<file path="config.mk">
export PLATFORM = sky130hd
export DESIGN_NAME = wptr_flag_ctrl
export DESIGN_NICKNAME = d
export VERILOG_FILES = /design/src/rtl/wptr_flag_ctrl.sv
export SDC_FILE = /design/constraint.sdc
export NUM_CORES = 1
export LEC_CHECK = 0
export ABC_AREA = 1
export BUFFER_PORTS_ARGS = -buffer_cell sky130_fd_sc_hd__buf_2
export CAP_MARGIN = 0
export CELL_PAD_IN_SITES_DETAIL_PLACEMENT = 1
export CELL_PAD_IN_SITES_GLOBAL_PLACEMENT = 1
export CORE_ASPECT_RATIO = 0.9
export CORE_UTILIZATION = 39
export DETAILED_ROUTE_END_ITERATION = 6
export PLACE_DENSITY_LB_ADDON = 0.1
export SLEW_MARGIN = 20
export SYNTH_ARGS = -nofsm -noshare
export SYNTH_HDL_FRONTEND = slang
export SYNTH_SLANG_ARGS = --single-unit
</file>
<file path="constraint.sdc">
create_clock -name clk -period 6 [get_ports clk]
set_input_delay 1.2 -clock clk [delete_from_list [all_inputs] [get_ports clk]]
set_output_delay 1.2 -clock clk [all_outputs]
set_load 0.01 [all_outputs]
</file>
<file path="src/rtl/wptr_flag_ctrl.sv">
// Write-side pointer and flag controller for a dual-clock FIFO.
// Keeps the binary and Gray write pointers and brings the read-side Gray
// pointer into this clock domain through a SYNC_STAGES-deep flop chain.
// From these it produces full, almost_full and free_cnt as registered flags.
// Optional macro WPTR_OVF_ERR_EN adds a sticky overflow error flag
// (ovf_err) with its clear input (ovf_clr).
module wptr_flag_ctrl #(
  parameter int ADDR_WIDTH  = 9,
  parameter int SYNC_STAGES = 2
) (
  input  logic                  clk,
  input  logic                  w_rst,
  input  logic                  w_en,
  input  logic [ADDR_WIDTH:0]   af_thresh,
  input  logic [ADDR_WIDTH:0]   Gray_rptr,
`ifdef WPTR_OVF_ERR_EN
  input  logic                  ovf_clr,
  output logic                  ovf_err,
`endif
  output logic                  w_ack,
  output logic [ADDR_WIDTH-1:0] w_addr,
  output logic [ADDR_WIDTH:0]   binary_wptr,
  output logic [ADDR_WIDTH:0]   gray_wptr,
  output logic                  full,
  output logic                  almost_full,
  output logic [ADDR_WIDTH:0]   free_cnt
);

  localparam int PW = ADDR_WIDTH + 1;
  localparam logic [PW-1:0] DEPTH_W = PW'(1 << ADDR_WIDTH);

  logic [SYNC_STAGES-1:0][PW-1:0] sync_q;
  logic [PW-1:0] rptr_sync;
  logic [PW-1:0] rptr_bin;

  logic [PW-1:0] bin_q;
  logic [PW-1:0] gray_q;
  logic          full_q;
  logic          af_q;
  logic [PW-1:0] free_q;

  logic [PW-1:0] wptr_nxt;
  logic [PW-1:0] used_nxt;
  logic [PW-1:0] free_d;
  logic          full_d;
  logic          af_d;

  // Read-pointer synchronizer chain; stage 0 samples the asynchronous input.
  always_ff @(posedge clk) begin
    if (w_rst) begin
      sync_q <= '0;
    end else begin
      sync_q[0] <= Gray_rptr;
      for (int i = 1; i < SYNC_STAGES; i++) begin
        sync_q[i] <= sync_q[i-1];
      end
    end
  end

  assign rptr_sync = sync_q[SYNC_STAGES-1];

  // Gray-to-binary: each binary bit is the XOR of all Gray bits at or above it.
  generate
    for (genvar gi = 0; gi < PW; gi++) begin : g_g2b
      assign rptr_bin[gi] = ^rptr_sync[PW-1:gi];
    end
  endgenerate

  // A write is accepted only when there is room and reset is not active.
  assign w_ack = w_en & ~full_q & ~w_rst;

  // Next pointer and flags; flags look ahead to the post-write pointer so
  // the write that takes the last slot raises full on the same edge.
  always_comb begin
    wptr_nxt = bin_q + {{ADDR_WIDTH{1'b0}}, w_ack};
    used_nxt = wptr_nxt - rptr_bin;
    free_d   = DEPTH_W - used_nxt;
    full_d   = (used_nxt == DEPTH_W);
    af_d     = (free_d <= af_thresh);
  end

  // Pointer and flag registers.
  always_ff @(posedge clk) begin
    if (w_rst) begin
      bin_q  <= '0;
      gray_q <= '0;
      full_q <= 1'b0;
      af_q   <= (DEPTH_W <= af_thresh);
      free_q <= DEPTH_W;
    end else begin
      bin_q  <= wptr_nxt;
      gray_q <= wptr_nxt ^ (wptr_nxt >> 1);
      full_q <= full_d;
      af_q   <= af_d;
      free_q <= free_d;
    end
  end

`ifdef WPTR_OVF_ERR_EN
  logic ovf_q;

  // Sticky overflow flag: a dropped request sets it and beats a same-cycle clear.
  always_ff @(posedge clk) begin
    if (w_rst) begin
      ovf_q <= 1'b0;
    end else if (w_en && full_q) begin
      ovf_q <= 1'b1;
    end else if (ovf_clr) begin
      ovf_q <= 1'b0;
    end
  end

  assign ovf_err = ovf_q;
`endif

  assign w_addr      = bin_q[ADDR_WIDTH-1:0];
  assign binary_wptr = bin_q;
  assign gray_wptr   = gray_q;
  assign full        = full_q;
  assign almost_full = af_q;
  assign free_cnt    = free_q;

endmodule

</file>
==> metrics.md, run 1 <==
| Metric | Value |
|---|---|
| Post-Route WL | `6750 um` |
| Post-synthesis cell area | `3060 sq um` |
| Final Max Slew Viols | `0` |
| Diodes inserted | `0` |
| Post-route clock period utilization | `83.0%` |
| Area growth from synthesis to layout | `14.8%` |
| Asr flop ratio synth | `0%` |
| EDFF count, synth | `0` |
| TritonCTS clock tree | `built` |
| Full die area | `8200 sq um` |
| Post-CTS setup buffer count | `0` |
| Yosys reg bits | `51` |
| RSZ-0062 raised after global routing | `false` |
| Initial Util | `40.3%` |
| Critical R2R Launch | `full` |
| Syn nets | `455` |
| Fin nets | `513` |
| Mean Syn Cell Area | `7.48 sq um` |
| Worst vdd ir | `87.8 uV` |
| Via count | `2573` |
| Crit path launch | `w_rst` |
| TritonRoute pass-1 iters | `4` |
| Max stage delay on crit path | `0.38 ns` |
| Max-cap violations | `0` |
| Min-delay src | `sync_q[7]` |
| Critical path arrival | `5.17 ns` |
| Clk_skew | `0.0128 ns` |
| Die Width | `95.4 um` |
| Clock root cell | `clkbuf_8` |
| CP max stage cell | `xor2_1` |
| Hold_buf cts | `0` |
| Critical path cell sequence | `buf_2, nor3b_1, ha_1, nand2_1, nor2_1, and2_1, nand2_1, xor2_1, inv_1, ha_1, nand2_1, inv_1, a21boi_1, nand3b_1, nand2_2, nand4_1, nand2_1, inv_1, ha_1, nand4_1, nor3_1, o21ai_0, o2111ai_1, a31oi_1` |
| Startpoint types | `input pin` |
| Core area | `7580 sq um` |
| Leak | `0.00197 uW` |
| Mapped Cells | `409` |
| CTS sink cnt | `51` |
| Yosys warns | `0` |
| Die Ht | `86.0 um` |
| Status | `complete, no violations` |
| Peak Freq | `201 MHz` |
| ANT nets after route | `0` |
| Detailed Route Iter0 Violations | `51` |
| Final hold violation count | `0` |
| Crit-path most repeated cell | `nand2_1` |
| Power Density | `258 nW/um^2` |
| H-tree Lvls | `2` |
| # IOs | `65` |
| Clock Latency Late Sink | `0.32 ns` |
| Post-DR vias/cell | `4.56` |
| Synth cell types | `35` |
| CTS Buffer Depth | `2` |
| Layout cells sized above 1 | `28.0%` |
| Post-layout min period | `4.98 ns` |
| Initial antenna violation count | `0` |
| GRT Overall Usage | `17.9%` |
| Routed len/inst | `12.0 um` |
| Total gr overflow | `0` |
| Slew at the pin closest to its max-slew limit | `0.443 ns` |
| Critical Path End Type | `register` |
| Row Count | `30` |
| Largest net degree at the start of global routing | `41` |
| Number of global-route vias before repair | `2485` |
| Required time of the critical path | `6.19 ns` |
| DRC | `0` |
| Top_reg_cell synth | `dfxtp_1` |
| DP HPWL | `5570 um` |
| First-pass GRT wire length | `11300 um` |
| CTS Buf Count | `5` |
| Reg2reg setup slack | `1.67 ns` |
| Post-cts sizing count | `0` |
| Sequential area share after synthesis | `33.4%` |
| Peak fanout along the critical path | `6` |
| HP Class | `register to register` |
| Final Wtd Congestion | `0.741` |
| Final TNS setup | `0 ns` |
| Slew headroom | `70.4%` |
| Min Hold Slack | `0.407 ns` |
| # port buffers | `64` |
| Reg clk slew, reported paths | `0.09 ns` |
| Setup CP Type | `input pin to register` |
| Final setup vio count | `0` |
layer usage:
| metal | vias to the layer above | routed length (um) | track usage (%) |
|---|---|---|---|
| met3 | 8 | 212 | 2.93 |
| met2 | 48 | 3150 | 30.8 |
| met5 | - | 0 | 0 |
| met4 | 0 | 82 | 4.96 |
| met1 | 1175 | 3300 | 22.8 |
| li1 | 1342 | - | - |
cell usage in the layout (no fill, tap or decap), types with 2 or more instances in the layout:
cell type	n
nand2_1	73
inv_1	70
buf_2	64
dfxtp_1	51
nor2_1	50
nand2_2	25
ha_1	22
xor2_1	16
a21oi_1	16
nand3_1	10
inv_2	9
nand2_4	7
nand3_2	7
xnor2_1	6
clkbuf_8	6
nand4_1	5
o21ai_0	5
nand3b_1	3
nor2_2	3
nor2_4	2
a31oi_1	2
cells in the mapped netlist (2+ instances only):
cell type	number	area (sq um)
nand2_1	73	274
inv_1	70	263
dfxtp_1	51	1020
nor2_1	50	188
nand2_2	25	156
ha_1	22	275
a21oi_1	16	80.1
xor2_1	16	140
buf_4	10	75.1
nand3_1	10	50.1
inv_2	9	33.8
nand2_4	7	78.8
nand3_2	7	70.1
xnor2_1	6	52.6
nand4_1	5	31.3
o21ai_0	5	25.0
clkbuf_1	3	11.3
nand3b_1	3	22.5
nor2_2	3	18.8
a31oi_1	2	12.5
nor2_4	2	22.5
cell type report:
class,instances,area (sq um)
Timing Repair Buffer,65,328
Clock buffer,6,82.6
Multi-Input combinational cell,264,1640
Sequential cell,51,1020
Fill cell,1009,4070
Tap cell,96,120
Inverter,80,305
Clock inverter,2,13.8
flip-flops by register name, indices dropped and copies added, names as in the netlist:
register,cells
almost_full,1
binary_wptr,10
free_cnt,10
full,1
gray_wptr,9
rptr_sync,10
sync_q,10
where the power goes:
| part | switching, uW | internal, uW |
|---|---|---|
| combinational | 193 | 124 |
| clock | 122 | 94.6 |
| sequential | 8.61 | 364 |
| total | 324 | 582 |
worst paths after layout:
kind	end	cells after the start
worst max-delay path	almost_full	24
worst min-delay path	rptr_sync[7]	2
worst max register to register	almost_full	23
worst min register to register	rptr_sync[7]	2
cells by family after synthesis:
kind of cell	share of synthesized area, %
DFF	33.4
buffers and inverters	12.9
and+or+nand+nor	31.5
xor gates and xnor gates	7.93
AOI/OAI and AO/OA	4.58
adders and majority gates	9.65
critical path, delay by kind of cell:
kind	cells	cell delay, ns
simple gates	12	1.80
fa+ha+maj	3	0.95
compound gates	4	0.51
xor+xnor	1	0.38
buf+inv	4	0.34
per-stage QoR:
step / total power [uW] / area (sq um) / setup slack (ns) / cells / util (%)
finish: 906 / 3510 / 1.02 / 564 / 46.3
global route: 980 / 3510 / 0.564 / 564 / 46.3
CTS: 924 / 3510 / 1.00 / 564 / 46.3
detailed placement: 704 / 3420 / 0.668 / 556 / 45.1
global placement: 695 / 3420 / 0.957 / 556 / 45.1
floorplan: 615 / 3060 / 0.994 / 409 / -
Power figures use the tool's default switching activity.
==> inputs of run 2 (changes only) <==
- clock period: 6 -> 5 ns (I/O delays scaled with it)
==> run 2 against run 1 <==
Effect of this change:
- flip-flop and latch count stayed put
- clock skew shrank 0.0073 ns
- wire length shrank 3.6%
- combinational power rose by 21%
- hold slack got worse by 0.0038 ns
- critical path depth up 2
- via count is 0.23% higher
- final cell count grew 0.18%
- clock-buffer cell count is 1 higher
- clock power increased by 16%
- die area is the same
- register-to-register slack worse by 0.74 ns
==> metrics.md, run 2 (synthesis results as in run 1) <==
| Metric | Value |
|---|---|
| Post-route clock period utilization | `88.5%` |
| Full die area | `8200 sq um (unchanged)` |
| Post-CTS setup buffer count | `0 (unchanged)` |
| First-pass GRT wire length | `11000 um (-2.4%)` |
| Setup CP Type | `input pin to register` |
| Final Wtd Congestion | `0.763 (+3.0%)` |
| Routed len/inst | `11.5 um (-3.7%)` |
| Critical Path End Type | `register` |
| CTS Buf Count | `5 (unchanged)` |
| Most common cell after layout, fill and taps aside | `nand2_1` |
| Clock root cell | `clkbuf_8` |
| Psw | `382 uW (+18%)` |
| Max-cap violations | `0 (unchanged)` |
| Critical path arrival | `4.61 ns (-0.56 ns)` |
| Detailed Route Iter0 Violations | `27 (-47%)` |
| GRT Overall Usage | `17.4% (-0.48 points)` |
| Post-Route WL | `6510 um (-3.6%)` |
| Worst vdd ir | `150 uV (+71%)` |
| Reg clk slew, reported paths | `0.09 ns (about the same)` |
| HP Class | `register to register` |
| Slew headroom | `71.9% (+1.6 points)` |
| Clock share of power | `23.3% (-0.6 points)` |
| Clk_skew | `0.00551 ns (-0.00726 ns)` |
| Core area | `7580 sq um (unchanged)` |
| DRC | `0 (unchanged)` |
| # IOs | `65 (unchanged)` |
| RSZ-0062 raised after global routing | `false` |
| Fillers | `990 (-1.9%)` |
| Fin nets | `514 (+0.19%)` |
| Commonest cells after routing, fill and taps aside | `nand2_1 (73), inv_1 (70), buf_2 (64)` |
| Die Ht | `86.0 um (unchanged)` |
| CTS sink cnt | `51 (unchanged)` |
| Startpoint types | `input pin` |
| Initial Util | `40.3% (unchanged)` |
| Initial antenna violation count | `0 (unchanged)` |
| Final TNS setup | `0 ns (unchanged)` |
| Hold_buf cts | `0 (unchanged)` |
| CP max stage cell | `ha_1` |
| Status | `complete, no violations` |
| Slew at the pin closest to its max-slew limit | `0.421 ns (-0.0218 ns)` |
| Final hold violation count | `0 (unchanged)` |
| Post-layout min period | `4.43 ns` |
| Power Density | `307 nW/um^2 (+19%)` |
| Layout cells sized above 1 | `28.1% (+0.15 points)` |
| Total gr overflow | `0 (unchanged)` |
| Final setup vio count | `0 (unchanged)` |
| Fin area | `3520 sq um (+0.32%)` |
| Peak fanout along the critical path | `5 (-1)` |
| Leak | `0.00197 uW (+0.18%)` |
| Comb power frac | `35.5% (+0.5 points)` |
| Required time of the critical path | `5.18 ns (-1.01 ns)` |
| Seq pwr share | `41.3% (+0.2 points)` |
| Area growth from synthesis to layout | `15.2%` |
| TritonRoute pass-1 iters | `4 (unchanged)` |
| Post-cts sizing count | `0 (unchanged)` |
| Final Max Slew Viols | `0 (unchanged)` |
| Diodes inserted | `0 (unchanged)` |
| CTS Buffer Depth | `2 (unchanged)` |
| Row Count | `30 (unchanged)` |
| Final core occ | `46.5% (+0.15 points)` |
| Post-DR vias/cell | `4.56 (about the same)` |
| Clock Latency Late Sink | `0.31 ns (about the same)` |
| Peak Freq | `226 MHz` |
| Die Width | `95.4 um (unchanged)` |
| Largest net degree at the start of global routing | `41 (unchanged)` |
| Number of global-route vias before repair | `2466 (-0.76%)` |
| Internal power | `699 uW (+20%)` |
| H-tree Lvls | `2 (unchanged)` |
| TritonCTS clock tree | `built` |
| # port buffers | `64 (unchanged)` |
| Min Hold Slack | `0.403 ns (-0.00383 ns)` |
| Via count | `2579 (+0.23%)` |
| Cell area after placement | `3420 sq um (+0.22%)` |
| ANT nets after route | `0 (unchanged)` |
| Max stage delay on crit path | `0.34 ns (-0.04 ns)` |
| DP HPWL | `5360 um (-3.9%)` |
| Crit-path most repeated cell | `nand2_1` |
| Net Sw Frac | `35.3% (-0.41 points)` |
run 2: cell count changes in the layout (fill, tap and decap cells not counted):
| cell | change |
|---|---|
| buf_4 | +1 |
| inv_6 | -1 |
| clkbuf_1 | +1 |
| clkinv_4 | +1 |
| clkinv_2 | -1 |
| nor3b_2 | +1 |
| nor3b_1 | -1 |
run 2: power by group through the flow:
stage,combinational [uW],clock [uW],sequential [uW]
6_report,383,252,446
5_1_grt,440,284,450
4_1_cts,390,264,447
3_5_place_dp,388,0,456
3_3_place_gp,379,0,455
2_1_floorplan,271,0,468
run 2: critical path: cells and delay by family:
family | cells | cell delay (ns)
compound gates | 4 | 0.51
simple gates | 13 | 1.50
buf+inv | 4 | 0.30
xor+xnor | 2 | 0.47
fa+ha+maj | 3 | 0.83
run 2: final cells by class:
type,instances,area (sq um),area share [%]
clock buffer,7,86.3,2.45
clock inverter,1,8.76,0.248
inverter,80,305,8.66
multi-input combinational,264,1650,46.8
sequential,51,1020,29.0
tap,96,120,3.41
timing repair buffer,66,335,9.51
run 2: per-stage QoR:
step | power [uW] | setup WS (ns) | std cells
after floorplan | 738 | 0.194 | 409
after global placement | 834 | 0.282 | 557
after detailed placement | 844 | 0.0631 | 557
after CTS | 1100 | 0.381 | 565
after global routing | 1170 | 0.0945 | 565
final | 1080 | 0.574 | 565
run 2: path summary, 6_finish.rpt:
path | start | endpoint | slack (ns) | depth (start not counted)
worst max-delay path | w_rst | almost_full | 0.57 | 26
worst min-delay path | sync_q[1] | rptr_sync[1] | 0.40 | 2
worst max register to register | rptr_sync[9] | almost_full | 0.93 | 25
worst min register to register | sync_q[1] | rptr_sync[1] | 0.40 | 2
run 2: per-layer routing:
| metal | global-route usage, % | up-vias | share of wire [%] |
|---|---|---|---|
| met5 | 0 | - | 0 |
| met4 | 5.37 | 0 | 1.2 |
| met3 | 3.37 | 7 | 3.5 |
| met2 | 28.8 | 48 | 45 |
| met1 | 22.6 | 1176 | 50 |
| li1 | - | 1348 | - |
